**config.mk**
```make
export PLATFORM = sky130hd
export DESIGN_NAME = dragon_length_ctrl
export DESIGN_NICKNAME = d
export VERILOG_FILES = /design/src/rtl/dragon_length_ctrl.sv
export SDC_FILE = /design/constraint.sdc
export NUM_CORES = 1
export LEC_CHECK = 0
export CORE_UTILIZATION = 45
export CTS_CLUSTER_SIZE = 10
export DETAILED_ROUTE_END_ITERATION = 8
export PLACE_DENSITY = 0.67
export SYNTH_ARGS = -nofsm -noshare
export SYNTH_HDL_FRONTEND = slang
export SYNTH_SLANG_ARGS = --single-unit
export TNS_END_PERCENT = 100
```
**constraint.sdc**
```tcl
create_clock -name clk -period 4.8 [get_ports clk]
set_input_delay 0.96 -clock clk [delete_from_list [all_inputs] [get_ports clk]]
set_output_delay 0.96 -clock clk [all_outputs]
set_load 0.02 [all_outputs]
```
**src/rtl/dragon_length_ctrl.sv**
```systemverilog
// Dragon body length controller: turns hit/heal request levels into
// one-clock lengthUpdate pulses, tracks length, invulnerability and game over.
module dragon_length_ctrl #(
   parameter int MAX_LEN             = 7,
   parameter int HIT_COOLDOWN_FRAMES = 60
) (
   input  logic                         clk,
   input  logic                         reset,
   input  logic                         vsync,
   input  logic                         hit_req,
   input  logic                         heal_req,
   output logic [1:0]                   lengthUpdate,
   output logic [$clog2(MAX_LEN+1)-1:0] length,
   output logic                         invuln,
   output logic                         game_over
);

   localparam int LW = $clog2(MAX_LEN + 1);
   localparam int CW = $clog2(HIT_COOLDOWN_FRAMES + 1);

   localparam logic [LW-1:0] LEN_MAX  = LW'(MAX_LEN);
   localparam logic [LW-1:0] LEN_ONE  = LW'(1);
   localparam logic [CW-1:0] COOL_LD  = CW'(HIT_COOLDOWN_FRAMES);
   localparam logic [CW-1:0] COOL_ONE = CW'(1);

   localparam logic [1:0] UPD_MOVE = 2'b00;
   localparam logic [1:0] UPD_HEAL = 2'b01;
   localparam logic [1:0] UPD_HIT  = 2'b10;

   localparam logic [1:0] S_IDLE  = 2'b00;
   localparam logic [1:0] S_PULSE = 2'b01;
   localparam logic [1:0] S_DEAD  = 2'b10;

   logic [1:0]    state_q, state_d;
   logic [1:0]    upd_q, upd_d;
   logic [LW-1:0] len_q, len_d;
   logic [CW-1:0] cool_q, cool_d;
   logic          invuln_q, invuln_d;
   logic          over_q, over_d;
   logic          hit_pend_q, hit_pend_d;
   logic          heal_pend_q, heal_pend_d;
   logic          hit_r_q, heal_r_q, vs_r_q;

   logic hit_evt, heal_evt, vs_evt;

   assign hit_evt  = hit_req & ~hit_r_q;
   assign heal_evt = heal_req & ~heal_r_q;
   assign vs_evt   = vsync & ~vs_r_q;

   always_comb begin
      state_d     = state_q;
      upd_d       = upd_q;
      len_d       = len_q;
      cool_d      = cool_q;
      over_d      = over_q;
      hit_pend_d  = hit_pend_q;
      heal_pend_d = heal_pend_q;

      if (vs_evt && cool_q != '0) begin
         cool_d = cool_q - COOL_ONE;
      end

      unique case (state_q)
         S_IDLE: begin
            upd_d = UPD_MOVE;
            if (hit_pend_q) begin
               hit_pend_d  = 1'b0;
               heal_pend_d = 1'b0;
               if (len_q != '0) begin
                  upd_d   = UPD_HIT;
                  len_d   = len_q - LEN_ONE;
                  cool_d  = COOL_LD;
                  state_d = S_PULSE;
               end else begin
                  over_d  = 1'b1;
                  state_d = S_DEAD;
               end
            end else if (heal_pend_q) begin
               heal_pend_d = 1'b0;
               if (len_q < LEN_MAX) begin
                  upd_d   = UPD_HEAL;
                  len_d   = len_q + LEN_ONE;
                  state_d = S_PULSE;
               end
            end
         end
         S_PULSE: begin
            upd_d   = UPD_MOVE;
            state_d = S_IDLE;
         end
         S_DEAD: begin
            upd_d       = UPD_MOVE;
            hit_pend_d  = 1'b0;
            heal_pend_d = 1'b0;
         end
         default: begin
            upd_d   = UPD_MOVE;
            state_d = S_IDLE;
         end
      endcase

      // A fresh event wins over the consume-clear so it is never lost.
      if (state_q != S_DEAD) begin
         if (hit_evt && !invuln_q) hit_pend_d = 1'b1;
         if (heal_evt) heal_pend_d = 1'b1;
      end

      invuln_d = (cool_d != '0);
   end

   always_ff @(posedge clk) begin
      if (!reset) begin
         state_q     <= S_IDLE;
         upd_q       <= UPD_MOVE;
         len_q       <= '0;
         cool_q      <= '0;
         invuln_q    <= 1'b0;
         over_q      <= 1'b0;
         hit_pend_q  <= 1'b0;
         heal_pend_q <= 1'b0;
         hit_r_q     <= 1'b0;
         heal_r_q    <= 1'b0;
         vs_r_q      <= 1'b0;
      end else begin
         state_q     <= state_d;
         upd_q       <= upd_d;
         len_q       <= len_d;
         cool_q      <= cool_d;
         invuln_q    <= invuln_d;
         over_q      <= over_d;
         hit_pend_q  <= hit_pend_d;
         heal_pend_q <= heal_pend_d;
         hit_r_q     <= hit_req;
         heal_r_q    <= heal_req;
         vs_r_q      <= vsync;
      end
   end

   assign lengthUpdate = upd_q;
   assign length       = len_q;
   assign invuln       = invuln_q;
   assign game_over    = over_q;

endmodule

```
# ---- After elaboration in Yosys (flattened, before gate mapping)
# Cells that the tools add are included.
# W data, S select, Z words.
dict set report classes {
  muxes 23
  eq_ne 5
  add_sub_neg 3
  n_bitwise 8
  reduce_logical 14
  magnitude_cmp 1
}
# cell count
set ops {}
lappend ops {{$mux W6} 4}
lappend ops {{$mux W2} 6}
lappend ops {{$mux W3} 4}
lappend ops {{$reduce_bool A6 Y1} 2}
lappend ops {{$mux W1} 8}
lappend ops {{$ne A3 B3 Y1 const B} 2}
lappend ops {{$reduce_and A3 Y1} 2}
lappend ops {{$sub A6 B1 Y6 const B} 1}
lappend ops {{$not A1 Y1} 5}
lappend ops {{$pmux W2 S2} 1}
lappend ops {{$reduce_and A4 Y1} 1}
lappend ops {{$reduce_bool A2 Y1} 2}
lappend ops {{$add A3 B1 Y3 const B} 1}
lappend ops {{$and A1 B1 Y1} 3}
lappend ops {{$lt A3 B3 Y1 const B} 1}
lappend ops {{$reduce_bool A3 Y1} 1}
lappend ops {{$sub A3 B1 Y3 const B} 1}
lappend ops {{$eq A2 B2 Y1 const B} 1}
lappend ops {{$logic_and A1 B1 Y1} 2}
lappend ops {{$logic_not A2 Y1} 1}
lappend ops {{$ne A2 B1 Y1 const B} 1}
lappend ops {{$ne A2 B2 Y1 const B} 1}
lappend ops {{$reduce_and A2 Y1} 1}
lappend ops {{$reduce_or A2 Y1} 1}
lappend ops {{$logic_not A1 Y1} 1}
dict set report word_totals {
  reg_bits 20
  in_bits 5
}

# ---- Logic depth before layout (Yosys ltp)
dict set report depth {
  ltp_word 8
  depth_mapped 7
  ltp_nobuf 7
}

# ---- Least setup slack after synthesis
# OpenSTA, ideal clock, no wires.
dict set report synth_timing {
  path_kind {in2reg}
  from {input port vsync}
  to {register invuln_q (netlist: invuln)}
  stages 4
  path_slack_ns 2.688
  t_required_ns 4.741
  setup_time_ns 0.059
  arrival_ns 2.053
  cell_sequence {or4b_4 > or4_4 > nand3_2 > o31a_1}
}
dict set report synth_between {
  elab_chain_len 7
}
# item line_no
set synth_rtl {}
lappend synth_rtl {{start: declaration} 9} ;# input logic vsync,
lappend synth_rtl {{$and A1 B1 Y1 (*)} 48} ;# assign vs_evt = vsync & ~vs_r_q;
lappend synth_rtl {{$logic_and A1 B1 Y1 (*)} 59} ;# if (vs_evt && cool_q != '0) begin
lappend synth_rtl {{$mux W6 (*)} 59}
lappend synth_rtl {{$mux W6} 69} ;# if (len_q != '0) begin
lappend synth_rtl {{$mux W6} 66} ;# if (hit_pend_q) begin
lappend synth_rtl {{$mux W6 (*)} 63} ;# unique case (state_q)
lappend synth_rtl {{$reduce_bool A6 Y1 (*)} 108} ;# invuln_d = (cool_d != '0);
lappend synth_rtl {{end signal: assignment} 129} ;# invuln_q <= invuln_d;
lappend synth_rtl {{end: declaration} 38} ;# logic invuln_q, invuln_d;
# Every way passes the cells marked *; elsewhere a longest branch is shown, timed or not.
# A chain may end at the register's enable or synchronous reset.

# ---- Worst setup path after layout
# Same ends and word-level chain as after synthesis.

==> results.py <==
metrics = {
    "outcome": {
        "status": "finished clean",
    },
    "die": {
        "rows": 15,
        "die_h_um": 47.1,
        "dieArea_um2": 2210,
        "core_um2": 1820,
        "io_pins": 12,
        "start_util": 0.502,
        "die_x_um": 47.1,
    },
    "synthesis": {
        "synth_seq_cells": 20,
        "yosys-top-cells-area": "dfxtp_1 44%, a21oi_1 4.4%, nor2_1 4.1%",
        "synth_cells": 101,
        "synth_top_area_cell": "dfxtp_1",
        "synth_cell_types": 38,
        "syn-cell-area_um2": 913,
        "synth_seq_area_share": 0.438,
        "syn_area_per_cell_um2": 9.04,
        "yosysWarnings": 0,
        "synth_top_area_share": 0.438,
        "syn-num-nets": 109,
    },
    "clock_network": {
        "cts_root_buffer": "clkbuf_4",
        "clockBufferDepth": 2,
        "clk_latency_ns": 0.29,
        "post_cts_buffers": 0,
        "hold_buffers": 0,
        "clkSinkCount": 20,
        "clk_pin_slew_worst_paths_ns": 0.11,
        "cts_tree": "built",
        "cts-resized-gates": 0,
        "cts_buffers": 3,
        "htreeDepth": 1,
    },
    "place": {
        "port_buffers": 11,
        "place_area_um2": 1040,
        "gp_congestion": 0.809,
        "dpl.hpwl_um": 1200,
    },
    "worst_setup_path": {
        "worstPathRequired_ns": 5.00,
        "critical_path_class": "in2reg",
        "crit_path_max_fanout": 6,
        "r2r-start": "cool_q[2]$_SDFF_PN0_",
        "rr_endpoint": "invuln$_SDFF_PN0_",
        "r2r_slack_ns": 2.99,
        "endpoint_kind": "flip-flop",
        "cp-start-kind": "input pin",
        "worstRegToRegCells": 5,
        "cp.arrival_ns": 2.59,
    },
    "global_routing": {
        "grt_overflow_total": 0,
        "grt_pass1_vias": 648,
        "antenna_found_initial": 0,
        "grt_max_degree": 15,
        "grtUsageTotal": 0.178,
        "grt_pass1_wl_um": 2730,
    },
    "routing": {
        "drc": 0,
        "vias": 741,
        "drtPass1Iterations": 4,
        "wl_per_cell_um": 12.3,
        "drt-initial-drc-count": 9,
        "vias_per_cell": 5.37,
        "wl_um": 1700,
        "ant_nets": 0,
    },
    "timing": {
        "rsz0062_at_grt": "no",
        "tightest_slew_ns": 0.429,
        "fin_crit_ns": 2.39,
        "report.final.slew_viol_count": 0,
        "slew_headroom": 0.713,
        "hold_violations": 0,
        "setup_viol": 0,
        "fmax_ghz": 0.418,
        "period_share": 0.499,
        "fin_skew_ns": 0.00317,
        "fin_tns_setup_ns": 0,
    },
    "power": {
        "power_uw": 602,
        "power_density_nw_per_um2": 558,
        "peakVddDrop_mv": 0.364,
        "p_leak_nw": 0.428,
    },
    "worst_hold_path": {
        "min_from": "game_over$_SDFFE_PN0P_",
        "whs_endpoint": "game_over$_SDFFE_PN0P_",
        "whs_path_depth": 2,
        "hp-class": "reg2reg",
    },
    "cells_and_area": {
        "syn2layout_area_growth_pct": 17.9,
        "n_antenna_cell": 0,
        "design_area_um2": 1080,
        "post_route_cells_drive_above_1_share": 0.0885,
        "fill_cells": 173,
        "nets": 122,
    },
    "job": {
        "cap_violations": 0,
    },
}
[worst max-delay path: stages]
cell and delay, ns:
clkdlybuf4s50_1 0.48, nor2b_1 0.24, nand2_1 0.18, o31ai_1 0.30, nand4_1 0.14, o31a_1 0.29
[cells by family after synthesis]
family | count (synthesis) | share of synthesized area
adders and majority gates | 3 | 0.0493
and+or+nand+nor | 40 | 0.253
muxes | 2 | 0.0219
buffers and inverters | 9 | 0.0397
DFF | 20 | 0.438
AOI/OAI and AO/OA | 24 | 0.169
xor gates and xnor gates | 3 | 0.0288
[layout by cell type (no fill, tap or decap), drive strengths merged, types with 3 or more instances in the layout]
cell,netlist,layout
nand2,6,6
a21oi,8,8
nand2b,3,3
dfxtp,20,20
nor2,10,10
clkdlybuf4s50,0,11
nor2b,4,4
a31oi,3,3
and2,3,3
o21ai,6,6
inv,6,6
clkbuf,2,4
[registers in the layout, summed over array words and instances (netlist names)]
register	count
hit_pend_q	1
game_over	1
hit_r_q	1
length	3
cool_q	6
heal_r_q	1
vs_r_q	1
heal_pend_q	1
lengthUpdate	2
invuln	1
state_q	2
[cell usage after synthesis]
cell type	n
nand4_1	1
dfxtp_1	20
o21ai_1	1
xnor2_1	2
and3_1	2
or3_1	2
o32a_1	1
clkbuf_1	1
mux2i_1	2
o31a_1	1
nand3_1	1
nand3_2	1
clkbuf_2	1
and2_1	3
o311a_2	1
a21o_1	1
a31oi_1	3
a211oi_1	1
nand2b_1	3
xor2_1	1
inv_1	6
ha_1	2
o21ai_0	4
nor3_1	2
a221oi_1	1
nor2b_1	4
or4b_4	1
o31ai_1	1
buf_2	1
nand2_1	6
o21ai_2	1
nand3b_2	1
or4_4	1
a21oi_1	8
nor3b_1	1
nor2_1	10
fa_1	1
nor4b_1	1
[how the worst max path moves through the flow]
stage / start / end / slack [ns] / cells past startpoint
2_1_floorplan: vsync / invuln$_SDFF_PN0_ / 2.69 / 4
3_3_place_gp: vsync / invuln$_SDFF_PN0_ / 2.14 / 4
3_5_place_dp: vsync / invuln$_SDFF_PN0_ / 2.10 / 6
4_1_cts: vsync / invuln$_SDFF_PN0_ / 2.42 / 6
5_1_grt: vsync / invuln$_SDFF_PN0_ / 2.30 / 6
6_report: vsync / invuln$_SDFF_PN0_ / 2.41 / 6
[final cells by class]
class / instances / area [um^2] / share of cell area
Multi-Input combinational cell: 72 / 477 / 0.443
Sequential cell: 20 / 400 / 0.372
Timing Repair Buffer: 11 / 110 / 0.102
Clock buffer: 4 / 36.3 / 0.0337
Tap cell: 25 / 31.3 / 0.0290
Inverter: 6 / 22.5 / 0.0209
[metrics by stage]
stage | instances | hold WS [ns] | util | setup WS, ns
after floorplan | 101 | 0.456 | - | 2.69
after global placement | 134 | 0.456 | 0.572 | 2.14
after detailed placement | 134 | 0.462 | 0.572 | 2.10
after CTS | 138 | 0.491 | 0.592 | 2.42
after global routing | 138 | 0.533 | 0.592 | 2.30
final | 138 | 0.485 | 0.592 | 2.41
[where the power goes]
part	switching (mW)	leakage, nW	total, mW	internal [mW]
clock	0.0486	0.0210	0.0948	0.0462
sequential	0.0367	0.164	0.238	0.202
combinational	0.138	0.242	0.268	0.130
[metal layers]
| layer | GRT usage | vias up | share of wire | wire length (um) |
|---|---|---|---|---|
| met2 | 0.267 | 13 | 0.44 | 752 |
| met3 | 0.0346 | 2 | 0.032 | 54 |
| met4 | 0.0686 | 0 | 0.0076 | 13 |
| met1 | 0.252 | 343 | 0.52 | 882 |
| li1 | - | 383 | - | - |
| met5 | 0 | - | 0 | 0 |
Note: power is estimated with default switching activity, not from simulation.
